===== src/rtl/pwm_multichannel_if.sv =====
// Configuration bus from the SPI register block into the PWM core: enables, period, prescaler, duty writes.
// Latency: none (wires only). Backpressure: none, the PWM core accepts every duty write.
interface pwm_multichannel_if #(
    parameter int NUM_CH    = 16,
    parameter int CNT_WIDTH = 8,
    parameter int PRE_WIDTH = 8,
    parameter int CH_AW     = 4
);
    logic [NUM_CH-1:0]    en_out;
    logic [NUM_CH-1:0]    en_pwm;
    logic [CNT_WIDTH-1:0] period;
    logic [PRE_WIDTH-1:0] prescale;
    logic                 duty_we;
    logic [CH_AW-1:0]     duty_ch;
    logic [CNT_WIDTH-1:0] duty_data;

    modport master (
        output en_out, en_pwm, period, prescale, duty_we, duty_ch, duty_data
    );

    modport slave (
        input  en_out, en_pwm, period, prescale, duty_we, duty_ch, duty_data
    );
endinterface


===== src/rtl/pwm_multichannel.sv =====
// Multichannel PWM, one shared prescaled counter, double-buffered per-channel duty and period.
// Latency: outputs 1 clk after cnt/duty_act, period_start 1 clk after wrap. Backpressure: none.
module pwm_multichannel #(
    parameter int NUM_CH    = 16,
    parameter int CNT_WIDTH = 8,
    parameter int PRE_WIDTH = 8,
    parameter int CH_AW     = 4
) (
    input  logic              clk,
    input  logic              rst_n,
    pwm_multichannel_if.slave cfg,
    output logic [NUM_CH-1:0] out,
    output logic              period_start
);

    logic [PRE_WIDTH-1:0] pcnt;
    logic [CNT_WIDTH-1:0] cnt;
    logic [CNT_WIDTH-1:0] period_act;
    logic [CNT_WIDTH-1:0] duty_stage [NUM_CH];
    logic [CNT_WIDTH-1:0] duty_act   [NUM_CH];
    logic                 tick;
    logic                 wrap;

    // prescale is read live; a pcnt above a newly lowered prescale runs through its full range
    assign tick = (pcnt == cfg.prescale);
    assign wrap = tick && (cnt == period_act);

    always_ff @(posedge clk or negedge rst_n) begin
        if (!rst_n) begin
            pcnt <= '0;
        end else if (tick) begin
            pcnt <= '0;
        end else begin
            pcnt <= pcnt + 1'b1;
        end
    end

    always_ff @(posedge clk or negedge rst_n) begin
        if (!rst_n) begin
            cnt        <= '0;
            period_act <= '0;
        end else if (wrap) begin
            cnt        <= '0;
            period_act <= cfg.period;
        end else if (tick) begin
            cnt        <= cnt + 1'b1;
        end
    end

    always_ff @(posedge clk or negedge rst_n) begin
        if (!rst_n) begin
            period_start <= 1'b0;
        end else begin
            period_start <= wrap;
        end
    end

    // Addresses at or above NUM_CH match no channel, so such writes fall away.
    // A write on the wrap clock lands in staging only; duty_act takes the old staging value.
    always_ff @(posedge clk or negedge rst_n) begin
        if (!rst_n) begin
            for (int i = 0; i < NUM_CH; i++) begin
                duty_stage[i] <= '0;
                duty_act[i]   <= '0;
            end
        end else begin
            for (int i = 0; i < NUM_CH; i++) begin
                if (cfg.duty_we && (cfg.duty_ch == CH_AW'(i))) begin
                    duty_stage[i] <= cfg.duty_data;
                end
                if (wrap) begin
                    duty_act[i] <= duty_stage[i];
                end
            end
        end
    end

    always_ff @(posedge clk or negedge rst_n) begin
        if (!rst_n) begin
            out <= '0;
        end else begin
            for (int i = 0; i < NUM_CH; i++) begin
                out[i] <= cfg.en_out[i] & (~cfg.en_pwm[i] | (cnt < duty_act[i]));
            end
        end
    end

endmodule


===== src/flat_wrapper.sv =====
// flat-port wrapper written by rule: the top's interface ports become plain ports
module pwm_multichannel_flat 
#(
    parameter int NUM_CH    = 16,
    parameter int CNT_WIDTH = 8,
    parameter int PRE_WIDTH = 8,
    parameter int CH_AW     = 4
)
  (clk, rst_n, out, period_start, cfg_en_out, cfg_en_pwm, cfg_period, cfg_prescale, cfg_duty_we, cfg_duty_ch, cfg_duty_data);
  pwm_multichannel_if #(.NUM_CH(NUM_CH), .CNT_WIDTH(CNT_WIDTH), .PRE_WIDTH(PRE_WIDTH), .CH_AW(CH_AW)) cfg_i ();
  input  logic clk;
  input  logic rst_n;
  output logic [NUM_CH-1:0] out;
  output logic period_start;
  input wire logic [$bits(cfg_i.en_out)-1:0] cfg_en_out;
  input wire logic [$bits(cfg_i.en_pwm)-1:0] cfg_en_pwm;
  input wire logic [$bits(cfg_i.period)-1:0] cfg_period;
  input wire logic [$bits(cfg_i.prescale)-1:0] cfg_prescale;
  input wire logic [$bits(cfg_i.duty_we)-1:0] cfg_duty_we;
  input wire logic [$bits(cfg_i.duty_ch)-1:0] cfg_duty_ch;
  input wire logic [$bits(cfg_i.duty_data)-1:0] cfg_duty_data;
  assign cfg_i.en_out = cfg_en_out;
  assign cfg_i.en_pwm = cfg_en_pwm;
  assign cfg_i.period = cfg_period;
  assign cfg_i.prescale = cfg_prescale;
  assign cfg_i.duty_we = cfg_duty_we;
  assign cfg_i.duty_ch = cfg_duty_ch;
  assign cfg_i.duty_data = cfg_duty_data;
  pwm_multichannel #(.NUM_CH(NUM_CH), .CNT_WIDTH(CNT_WIDTH), .PRE_WIDTH(PRE_WIDTH), .CH_AW(CH_AW)) u_core (.clk(clk), .rst_n(rst_n), .cfg(cfg_i), .out(out), .period_start(period_start));
endmodule

===== config.mk =====
export PLATFORM = sky130hd
export DESIGN_NAME = pwm_multichannel_flat
export DESIGN_NICKNAME = d
export VERILOG_FILES = /design/src/rtl/pwm_multichannel_if.sv /design/src/rtl/pwm_multichannel.sv /design/src/flat_wrapper.sv
export SDC_FILE = /design/constraint.sdc
export NUM_CORES = 1
export LEC_CHECK = 0
export ABC_AREA = 1
export CORE_ASPECT_RATIO = 0.6
export CORE_MARGIN = 2
export CORE_UTILIZATION = 56
export CTS_CLUSTER_SIZE = 28
export DETAILED_ROUTE_END_ITERATION = 8
export GPL_TIMING_DRIVEN = 0
export PLACE_DENSITY = 0.78
export SLEW_MARGIN = 40
export SYNTH_ARGS = -nofsm -noshare
export SYNTH_HDL_FRONTEND = slang
export SYNTH_SLANG_ARGS = --single-unit

===== constraint.sdc =====
create_clock -name clk -period 2.3 [get_ports clk]
set_input_delay 0.575 -clock clk [delete_from_list [all_inputs] [get_ports clk]]
set_output_delay 0.575 -clock clk [all_outputs]
set_load 0.01 [all_outputs]

* After elaboration in Yosys (flattened, before gate mapping)
Cells that the tools add are included.
** Cells by class
- $add $sub $neg :: 2
- Multipliers :: 0
- Div/mod/pow operators :: 0
- $lt $le $gt $ge :: 16
- Eq/ne operators :: 17
- Shifts and indexed selects :: 0
- Muxes and demuxes :: 3
- Bitwise logic cells :: 48
- Reductions and logical operators :: 19
** Operators by type and width (number)
- less-than comparator 8 bit :: 16
- equality test 4 bit (second input constant) :: 8
- 2-to-1 mux 8 bit :: 3
- logical AND 1 bit :: 17
- adder 8 x 1 -> 8 bit (second input constant) :: 2
- AND 1 bit :: 16
- equality test 4 x 3 -> 1 bit (second input constant) :: 4
- equality test 8 bit :: 2
- inverter 1 bit :: 16
- OR 1 bit :: 16
- equality test 4 x 2 -> 1 bit (second input constant) :: 2
- equality test 4 x 1 -> 1 bit (second input constant) :: 1
- logical NOT 4 bit :: 1
- nonzero test 2 bit :: 1
** Storage, ports and cells
- Register bits after elaboration :: 297
- Bits in latches :: 0
- RAM bits :: 0
- Memory bits (read-only) :: 0
- Bits of input ports :: 63
- Logic and storage cells :: 142
- Memories kept :: 0

* Longest topological paths before layout
- Depth after elaboration :: 3
- Gate-level depth with buffers :: 12
- Mapped depth without buffers :: 9

* Least setup slack after synthesis
Ideal clock, no wire load.
- Path type :: reg2reg
- From :: register u_core.cnt[5]
- To :: register u_core.period_act[0]
- Arrival :: 1752 ps
- Data required time :: 2235 ps
- Path slack :: 483 ps
- Stages on the path, launching flop included :: 13
- Clock period less this slack :: 1817 ps
- Cell sequence :: dfrtp_1 > buf_4 > inv_2 > nand2_1 > nand2_1 > nor2_1 > nand2_1 > nor2_2 > buf_4 > buf_8 > buf_8 > nand3_1 > nand2_1
** Between the ends
- Word-level cells in the longest chain between the ends :: 2
** RTL lines
- start, declared :: line pwm_multichannel.sv:17 : logic [CNT_WIDTH-1:0] cnt;
- start signal, assigned :: line pwm_multichannel.sv:46 : cnt <= cnt + 1'b1;
- equality test 8 bit :: line pwm_multichannel.sv:26 : assign wrap = tick && (cnt == period_act);
- logical AND 1 bit :: line pwm_multichannel.sv:26
- end signal, assigned :: line pwm_multichannel.sv:44 : period_act <= cfg.period;
- end, declared :: line pwm_multichannel.sv:18 : logic [CNT_WIDTH-1:0] period_act;
No other way between the ends.
A chain may end at the register's enable or synchronous reset.

* Final worst setup path
- From :: register u_core.cnt[4]
- To :: register u_core.duty_act[71] (netlist name)
** Between the ends
- Word-level cells in the longest chain between the ends :: 2
** RTL lines
- equality test 8 bit :: line pwm_multichannel.sv:26
- logical AND 1 bit :: line pwm_multichannel.sv:26
- end signal, assigned by index :: line pwm_multichannel.sv:72 : duty_act[i] <= duty_stage[i];
- end, declared :: line pwm_multichannel.sv:20 : logic [CNT_WIDTH-1:0] duty_act [NUM_CH];
No other way between the ends.

==> metrics.txt <==
TNS Setup 0 ns; Fin. Hold Viols 0; data arrival time of the worst path 2.64 ns; Reg2Reg Depth 11; Leakage Power 9.19 nW; worst reg-to-reg setup slack 0.11 ns; remaining antenna violation count 0; Synth Register Bits 297; setup violators final 0; Die X 213 um; I/O pin count 80; top layer in use met4; vias in the first global route 11700; critical path peak fanout 11; die area 27500 sq um; Synth Area per Inst 8.17 sq um; Max Cap Violations 0; final non-filler cell total 2288; clk sinks 297; ANT cells 0; Synth cell types 20; share of post-route cells with drive strength above 1 0.0630; DR WL met3 2.77 mm; global-route wire length before repair 60.3 mm; register area share after synthesis 0.507; core area 25500 sq um; dpl hpwl 24.5 mm; number of vias per cell 5.36; port bufs 79; Fin Clk Skew 0.0135 ns; # nets final 2093; antenna violations before repair 1; Skew-Pair Late Insertion Delay 0.56 ns; row count 45; maximum vdd drop 705 uV; DP Cell Count 2230; largest net degree at the start of global routing 79; syn_nets 1972; DRT Wirelength 38.1 mm; die height 129 um; CTS tree done; DRC 0; htree depth 1; most frequent cells in the layout 664 x nand2_1, 290 x dfrtp_1, 213 x inv_1; crit path kind register to register; Wirelength per Cell 16.7 um; Worst-Margin Slew 0.865 ns; Fmax 0.456 GHz; starting DRC count in detailed routing 1122; clock buffer depth 3; period utilization 0.954; initial core utilization 0.575; total gr overflow 0; synth top area cells dfrtp_1 51%, nand2_1 17%, ha_1 9.7%; worst endpoint required time 2.74 ns; synth warn 0; worst hold-check path type input port to asynchronous set/reset pin; WL met2 16.5 mm; Pre-antenna DRT Iters 5; total CTS buffers 28; Tmin final 2.19 ns; GPL Wtd Cong 0.834; cell count after synthesis 1795; endpoint class of the critical path register; outcome finished, final reports clean; GRT Util Overall 0.283; Cell Area, Synth 14700 sq um; total number of vias 12300; Slew headroom 0.424; fill cell count 2110; Area growth syn-to-layout 16.6%; post-synth top area share 0.507; Root Buffer clkbuf_16; post-synth top area cell dfrtp_1; CP Launch Type register; clock slew at the register clock pins of the worst setup and hold paths 0.07 ns; commonest non-fill, non-tap cell in the layout nand2_1; Max Slew Vio Count 0; met1 WL 17.8 mm; Power Density 1050 nW/um^2
worst paths after layout:
kind                                                       from                           endpoint
min in group clk                u_core.duty_act[33]$_DFFE_PN0P_    u_core.duty_act[33]$_DFFE_PN0P_
worst max register to register        u_core.cnt[4]$_DFFE_PN0P_    u_core.duty_act[71]$_DFFE_PN0P_
worst min-delay path                                      rst_n            u_core.out[4]$_DFF_PN0_
max in group asynchronous                                 rst_n  u_core.duty_stage[27]$_DFFE_PN0P_
worst max-delay path                  u_core.cnt[4]$_DFFE_PN0P_    u_core.duty_act[71]$_DFFE_PN0P_
worst min register to register  u_core.duty_act[33]$_DFFE_PN0P_    u_core.duty_act[33]$_DFFE_PN0P_
cell usage after synthesis:
| master | n |
|---|---|
| clkbuf_1 | 27 |
| nand3_1 | 155 |
| nor2_2 | 1 |
| inv_1 | 213 |
| ha_1 | 114 |
| nor3_1 | 17 |
| a21oi_1 | 51 |
| nor3b_1 | 1 |
| inv_2 | 7 |
| nor2_1 | 61 |
| buf_2 | 40 |
| o21ai_0 | 130 |
| buf_8 | 5 |
| nand2_1 | 664 |
| dfrtp_1 | 297 |
| nor2_4 | 1 |
| nand4_1 | 3 |
| o21a_1 | 1 |
| buf_4 | 2 |
| xor2_1 | 5 |
final cells by class:
type,count,area [sq um],area share
sequential,297,7460,0.436
multi-input combinational,1204,6010,0.352
timing repair buffer,91,1010,0.0590
inverter,220,826,0.0483
clock buffer,37,796,0.0466
tap,352,440,0.0258
buffer,74,395,0.0231
clock inverter,13,154,0.00901
critical path, stage by stage (launching register included):
cell and delay [ns]:
dfrtp_4 0.60, inv_1 0.12, nand2_1 0.08, nand2_1 0.06, nor2_1 0.19, nand2_1 0.10
nor2_2 0.14, nand2_1 0.09, buf_2 0.25, buf_2 0.28, nand2_1 0.10, nand2_1 0.06
metal layers:
metal	vias up	track usage
met5	-	0
met4	0	0.0732
met3	72	0.0482
met2	416	0.445
met1	5875	0.412
li1	5900	-
report_power, final:
group          internal [W]  leakage (nW)  switching, W
clock network       0.00277         0.475       0.00205
registers           0.00658          3.92      0.000781
logic               0.00221          4.80       0.00361
total                0.0116          9.19       0.00644
metrics by stage:
stage	utilization	setup slack, ns	total power [W]	hold slack, ns	area, sq um
2_1_floorplan	-	0.483	0.0112	0.279	14700
3_3_place_gp	0.623	-12.04	0.0129	0.453	15900
3_5_place_dp	0.628	-0.209	0.0131	0.429	16000
4_1_cts	0.667	0.0175	0.0180	0.444	17000
5_1_grt	0.670	-0.00796	0.0193	0.458	17100
6_report	0.670	0.107	0.0180	0.451	17100
state kept, by name, summed over array words and instances, names as in the netlist:
register,count
u_core.period_start,1
u_core.duty_act,128
u_core.out,16
u_core.cnt,8
u_core.pcnt,8
u_core.duty_stage,128
u_core.period_act,8
cells by family after synthesis:
logic type / count (synthesis) / synth area share
AO/OA/AOI/OAI: 182 / 0.0623
buffers and inverters: 294 / 0.0830
AND/OR/NAND/NOR: 903 / 0.247
flip-flops: 297 / 0.507
adder cells (fa/ha/maj): 114 / 0.0973
XOR/XNOR: 5 / 0.00299
what timing repair did:
action                                  CTS  global route
setup buffers                             3             4
endpoints found under the setup margin  137           134
endpoints found under the hold margin    19             0
hold buffers                              1             0
resized for setup                         5             3
Power figures use the tool's default switching activity.
